**config.mk**
```make
export PLATFORM = sky130hd
export DESIGN_NAME = fifo_stream_reader
export DESIGN_NICKNAME = d
export VERILOG_FILES = /design/src/rtl/fifo_stream_reader.sv
export SDC_FILE = /design/constraint.sdc
export NUM_CORES = 1
export LEC_CHECK = 0
export BUFFER_PORTS_ARGS = -buffer_cell sky130_fd_sc_hd__buf_2
export CAP_MARGIN = 10
export CELL_PAD_IN_SITES_DETAIL_PLACEMENT = 0
export CELL_PAD_IN_SITES_GLOBAL_PLACEMENT = 1
export CORE_MARGIN = 1.5
export CORE_UTILIZATION = 45
export DETAILED_ROUTE_END_ITERATION = 6
export GPL_ROUTABILITY_DRIVEN = 0
export GPL_TIMING_DRIVEN = 0
export PLACE_DENSITY_LB_ADDON = 0.1
export SLEW_MARGIN = 25
export SYNTH_ARGS = -nofsm -noshare
export SYNTH_HDL_FRONTEND = slang
export SYNTH_SLANG_ARGS = --single-unit
```
**constraint.sdc**
```tcl
create_clock -name i_clk -period 7 [get_ports i_clk]
set_input_delay 1.05 -clock i_clk [delete_from_list [all_inputs] [get_ports i_clk]]
set_output_delay 1.05 -clock i_clk [all_outputs]
set_load 0.005 [all_outputs]
```
**src/rtl/fifo_stream_reader.sv**
```systemverilog
// Read-side consumer for the team FIFO: issues credit-limited reads, absorbs the
// FIFO read latency and presents the words as a valid/ready stream via a 2-entry buffer.
module fifo_stream_reader #(
    parameter int WIDTH     = 1,
    parameter bit FWFT      = 1'b0,
    parameter int CNT_WIDTH = 32
) (
    input  logic                 i_clk,
    input  logic                 i_rst,
    input  logic                 i_en,
    output logic                 o_fifo_ren,
    input  logic                 i_fifo_empty,
    input  logic [WIDTH-1:0]     i_fifo_rdata,
    output logic                 o_valid,
    input  logic                 i_ready,
    output logic [WIDTH-1:0]     o_data,
    output logic [CNT_WIDTH-1:0] o_count,
    output logic                 o_idle
);

    logic [1:0]           occ_r;
    logic [1:0]           occ_next_s;
    logic                 inflight_r;
    logic [WIDTH-1:0]     entry0_r;
    logic [WIDTH-1:0]     entry1_r;
    logic [WIDTH-1:0]     entry0_next_s;
    logic [WIDTH-1:0]     entry1_next_s;
    logic [CNT_WIDTH-1:0] count_r;
    logic [2:0]           credit_s;
    logic                 pop_s;
    logic                 push_s;
    logic                 ren_s;

    assign pop_s = (occ_r != 2'd0) && i_ready;

    // Read issue: words already buffered or in flight, minus the one leaving now, must leave room.
    always_comb begin
        credit_s = {1'b0, occ_r} + {2'b00, inflight_r} - {2'b00, pop_s};
        ren_s    = 1'b0;
        if (!i_rst && i_en && !i_fifo_empty && (credit_s < 3'd2)) begin
            ren_s = 1'b1;
        end else begin
            ren_s = 1'b0;
        end
        if (FWFT) begin
            push_s = ren_s;
        end else begin
            push_s = inflight_r;
        end
    end

    // Buffer next state: entry 0 is always the oldest word.
    always_comb begin
        entry0_next_s = entry0_r;
        entry1_next_s = entry1_r;
        occ_next_s    = occ_r;
        case ({push_s, pop_s})
            2'b10: begin
                occ_next_s = occ_r + 2'd1;
                if (occ_r == 2'd0) begin
                    entry0_next_s = i_fifo_rdata;
                end else begin
                    entry1_next_s = i_fifo_rdata;
                end
            end
            2'b01: begin
                occ_next_s    = occ_r - 2'd1;
                entry0_next_s = entry1_r;
            end
            2'b11: begin
                if (occ_r == 2'd1) begin
                    entry0_next_s = i_fifo_rdata;
                end else begin
                    entry0_next_s = entry1_r;
                    entry1_next_s = i_fifo_rdata;
                end
            end
            default: begin
                occ_next_s = occ_r;
            end
        endcase
    end

    // State registers; reset discards buffered and in-flight words.
    always_ff @(posedge i_clk or posedge i_rst) begin
        if (i_rst) begin
            occ_r      <= 2'd0;
            inflight_r <= 1'b0;
            entry0_r   <= '0;
            entry1_r   <= '0;
            count_r    <= '0;
        end else begin
            occ_r      <= occ_next_s;
            inflight_r <= FWFT ? 1'b0 : ren_s;
            entry0_r   <= entry0_next_s;
            entry1_r   <= entry1_next_s;
            if (pop_s) begin
                count_r <= count_r + CNT_WIDTH'(1);
            end else begin
                count_r <= count_r;
            end
        end
    end

    assign o_fifo_ren = ren_s;
    assign o_valid    = (occ_r != 2'd0);
    assign o_data     = entry0_r;
    assign o_count    = count_r;
    assign o_idle     = (occ_r == 2'd0) && !inflight_r;

endmodule

```
Yosys cells after proc, flatten, opt, wreduce, memory -nomap -nowiden. Cells that the tools add are included.

Add/sub/neg operators: 5. Order comparisons: 1. Equality and inequality tests: 7. Multiplexer cells: 8. Reduce and logical (&&, ||, !) cells: 15.

Operator list (number): 32-bit by 1-bit adder with 32-bit output, second input constant (1); 2-bit inequality test, second input constant (3); 2-bit nonzero test (3); 1-bit logical AND (5); 1-bit two-way mux (5); 2-bit by 1-bit equality test with 1-bit output, second input constant (2); 2-bit equality test, second input constant (2); 2-bit case mux with 2 select lines (1); 2-bit by 1-bit adder with 3-bit output (1); 1-bit zero test (3); 3-bit by 2-bit < comparator with 1-bit output, second input constant (1); 1-bit case mux with 3 select lines (1); 3-bit AND reduction (1); 3-bit nonzero test (1); 3-bit by 1-bit subtractor with 3-bit output (1); 2-bit by 1-bit adder with 2-bit output, second input constant (1); 2-bit zero test (1); 1-bit case mux with 2 select lines (1); 2-bit AND reduction (1); 2-bit by 1-bit subtractor with 2-bit output, second input constant (1).

Flip-flop bits (word level): 37. Input bits: 6. Output and inout port bits: 36. Logic and storage cells: 41.

Logic depth before layout (Yosys ltp).
Word-level depth: 6. Gate-level depth with buffers: 9. Mapped depth without buffers: 9.

Least setup slack after synthesis. OpenSTA, ideal clock, no wires.

Kind: input-to-output. From: in i_ready. To: out o_fifo_ren. Arrival: 2.690 ns. Setup slack: 3.260 ns. Cell stages on the path: 7. Path buffers: 0. Cells stage by stage: and2b_1 > clkinv_1 > ha_1 > nand2b_1 > fa_1 > nand2_1 > nor4_1.

Longest elaborated chain between the ends: 5.

RTL lines: from (decl) (line 15) `input logic i_ready,`; 1-bit logical AND (line 34) `assign pop_s = (occ_r != 2'd0) && i_ready;`; 3-bit by 1-bit subtractor with 3-bit output (line 38) `credit_s = {1'b0, occ_r} + {2'b00, inflight_r} - {2'b00, pop_s};`; 3-bit by 2-bit < comparator with 1-bit output (line 40) `if (!i_rst && i_en && !i_fifo_empty && (credit_s < 3'd2)) begin`; 1-bit logical AND (line 40); 1-bit two-way mux (line 40); to (decl) (line 11) `output logic o_fifo_ren,`.

Every way passes these cells.

Worst setup path after layout. Same ends and word-level chain as after synthesis.

==> impl_metrics.env <==
export IMPL_setup_violations=0
export IMPL_post_route_util_pct=57.24
export IMPL_placed_cell_area_um2=2173
export IMPL_holdBufCountCts=0
export IMPL_wl_per_cell_um=14.15
export IMPL_min_period_ns=4.199
export IMPL_die_h_um=67.73
export IMPL_grt_max_degree=26
export IMPL_seq_area_frac_synth_pct=49.10
export IMPL_avgSynthCellArea_um2=11.16
export IMPL_tightest_slew_ns=0.8794
export IMPL_layout_common_cells="buf_2 (41), dfrtp_1 (37), nand2_1 (22), xnor2_1 (21), xor2_1 (13)"
export IMPL_layout_drive_gt1_share_pct=29.68
export IMPL_grt_pass1_vias=1326
export IMPL_syn_to_final_growth_pct=21.43
export IMPL_status="finished clean"
export IMPL_drc=0
export IMPL_hpwlAfterDp_mm=2.903
export IMPL_synth_edf_count=0
export IMPL_worstSkewPairLatency_ns=0.29
export IMPL_slew_headroom_pct=40.92
export IMPL_cts_tree="yes"
export IMPL_synth_area_um2=1886
export IMPL_max_stage_delay_ns=0.48
export IMPL_synth_fp_nets=180
export IMPL_antenna_found_initial=0
export IMPL_clkSlewWorstSetupHoldPaths_ns=0.07
export IMPL_initial_core_util_pct=47.14
export IMPL_cts_htree_levels=2
export IMPL_final_hold_violation_count=0
export IMPL_first_pass_iters=4
export IMPL_start_kind="input pin"
export IMPL_port_buffers=41
export IMPL_root_buffer="clkbuf_8"
export IMPL_wirelength_mm=3.807
export IMPL_cts_made_buffers=5
export IMPL_fp_row_count=23
export IMPL_yosysTopAreaCell="dfrtp_1"
export IMPL_end_kind="output port"
export IMPL_netlist_area_leader_share_pct=49.10
export IMPL_dpl_cell_count=261
export IMPL_die_area_um2=4587
export IMPL_viasPerCell=5.242
export IMPL_final_nets=229
export IMPL_ioPinCount=42
export IMPL_critical_path_most_common_cell="buf_2"
export IMPL_clk_path_buf_depth=2
export IMPL_synth_seq_cells=37
export IMPL_grt_pass1_wl_mm=6.341
export IMPL_path_max_fanout=7
export IMPL_ir_drop_mv=0.1889
export IMPL_fin_cells=269
export IMPL_cts_resized=0
export IMPL_maxCapViolCount=0
export IMPL_synth_ff_type="dfrtp_1"
export IMPL_worstPathRequired_ns=5.95
export IMPL_synth_cell_types=35
export IMPL_clock_sinks=37
export IMPL_crit_path_top_delay_cell="fa_1"
export IMPL_critPathKind="input pin to output port"
export IMPL_fin_crit_sh_pct=59.99
export IMPL_slew_viol_final=0
export IMPL_synth_area_leaders="dfrtp_1 (49%), xnor2_1 (9.8%), xor2_1 (6.0%)"
export IMPL_fin_area_um2=2290
export IMPL_chipWidth_um=67.73
export IMPL_rsz0062_at_grt="false"
export IMPL_p_per_area_nw_per_um2=281.9
export IMPL_core_area_um2=4000
export IMPL_overflow=0
export IMPL_ys_async_sr_fraction_pct=100.0
export IMPL_drtIter0Drc=52
export IMPL_yosys_warnings=0
export IMPL_postRouteAntennaNets=0
export IMPL_vias=1410
export IMPL_fillers=354
export IMPL_grtUsageTotal_pct=18.84
export IMPL_setup_tns_final_ns=0
export IMPL_antennaDiodeCount=0
export IMPL_leakage_nw=1.184
export IMPL_fin_skew_ns=0.005492
export IMPL_cts_setup_buffers=0
export IMPL_cp_data_arrival_time_ns=3.15
export IMPL_holdCritPathClass="flip-flop to flip-flop"
export IMPL_final_common_cell="buf_2"
export IMPL_syn_instance_count=169
export IMPL_clock_fmax_ghz=0.2381
export IMPL_cp_cell_sequence="buf_2, and2b_1, clkinv_1, ha_1, nand2b_1, fa_1, nand2_1, nor4_1, buf_2"
-- final cells by class --
class	count	area [um2]	share of cell area, %
Sequential cell	37	925.9	40.44
Multi-Input combinational cell	124	922.1	40.27
Timing Repair Buffer	42	225.2	9.836
Clock buffer	7	86.33	3.770
Tap cell	50	62.56	2.732
Clock inverter	1	30.03	1.311
Inverter	7	26.28	1.148
Buffer	1	11.26	0.4918
-- registers in the layout, summed over array words and instances (netlist names) --
| register | cells |
|---|---|
| entry1_r | 1 |
| o_count | 32 |
| occ_r | 2 |
| inflight_r | 1 |
| o_data | 1 |
-- report_power, final --
part	switching, W	internal, W	total, W
clock	0.0000746	0.000116	0.000191
combinational	0.0000803	0.0000835	0.000164
sequential	0.0000438	0.000247	0.000291
-- worst max-delay path: cells and delay by family --
kind	cells	cell delay (ns)
fa+ha+maj	2	0.88
simple gates	4	0.68
buf+inv	3	0.55
-- metal layers --
layer  up-vias  global-route usage (%)  part of all wire [%]
li1        684                       -                     -
met1       690                   24.18                    46
met2        30                   30.39                    49
met3         6                   5.333                   3.8
met4         0                   6.378                   1.3
met5         -                       0                     0
-- logic make-up after synthesis --
group / Yosys count / synth area share [%]
and+or+nand+nor: 79 / 27.14
adders and majority gates: 5 / 3.716
muxes: 1 / 0.5972
buffers and inverters: 8 / 1.990
xor gates and xnor gates: 34 / 15.79
AOI/OAI and AO/OA: 5 / 1.659
DFF: 37 / 49.10
-- cells in the mapped netlist, drive strengths merged (2+ instances only) --
cell / instances
and3: 7
xnor2: 21
or2: 3
dfrtp: 37
xor2: 13
o21ai: 2
inv: 6
nand2: 22
nor2: 7
nor3: 5
or3: 2
nor4: 7
ha: 4
nand3: 3
nand4: 14
-- final timing paths --
check	from	endpoint	slack (ns)	cells after the start
max	i_ready	o_fifo_ren	2.80	9
min	o_count[31]	o_count[31]	0.47	1
max reg2reg	occ_r[1]	inflight_r	4.23	9
min reg2reg	o_count[31]	o_count[31]	0.47	1
max in group asynchronous	i_rst	o_count[16]	5.87	3
min in group asynchronous	i_rst	o_data	0.71	2
-- stage by stage --
| stage | total power [W] | setup WS, ns | hold slack [ns] |
|---|---|---|---|
| 5_1_grt | 0.0006923 | 2.545 | 0.4901 |
| 2_1_floorplan | 0.0003995 | 3.260 | 0.4647 |
| 4_1_cts | 0.0006530 | 2.782 | 0.4671 |
| 3_5_place_dp | 0.0004597 | 2.764 | 0.4575 |
| 3_3_place_gp | 0.0004525 | 2.835 | 0.4536 |
| 6_report | 0.0006456 | 2.801 | 0.4660 |
Power figures use the tool's default switching activity.
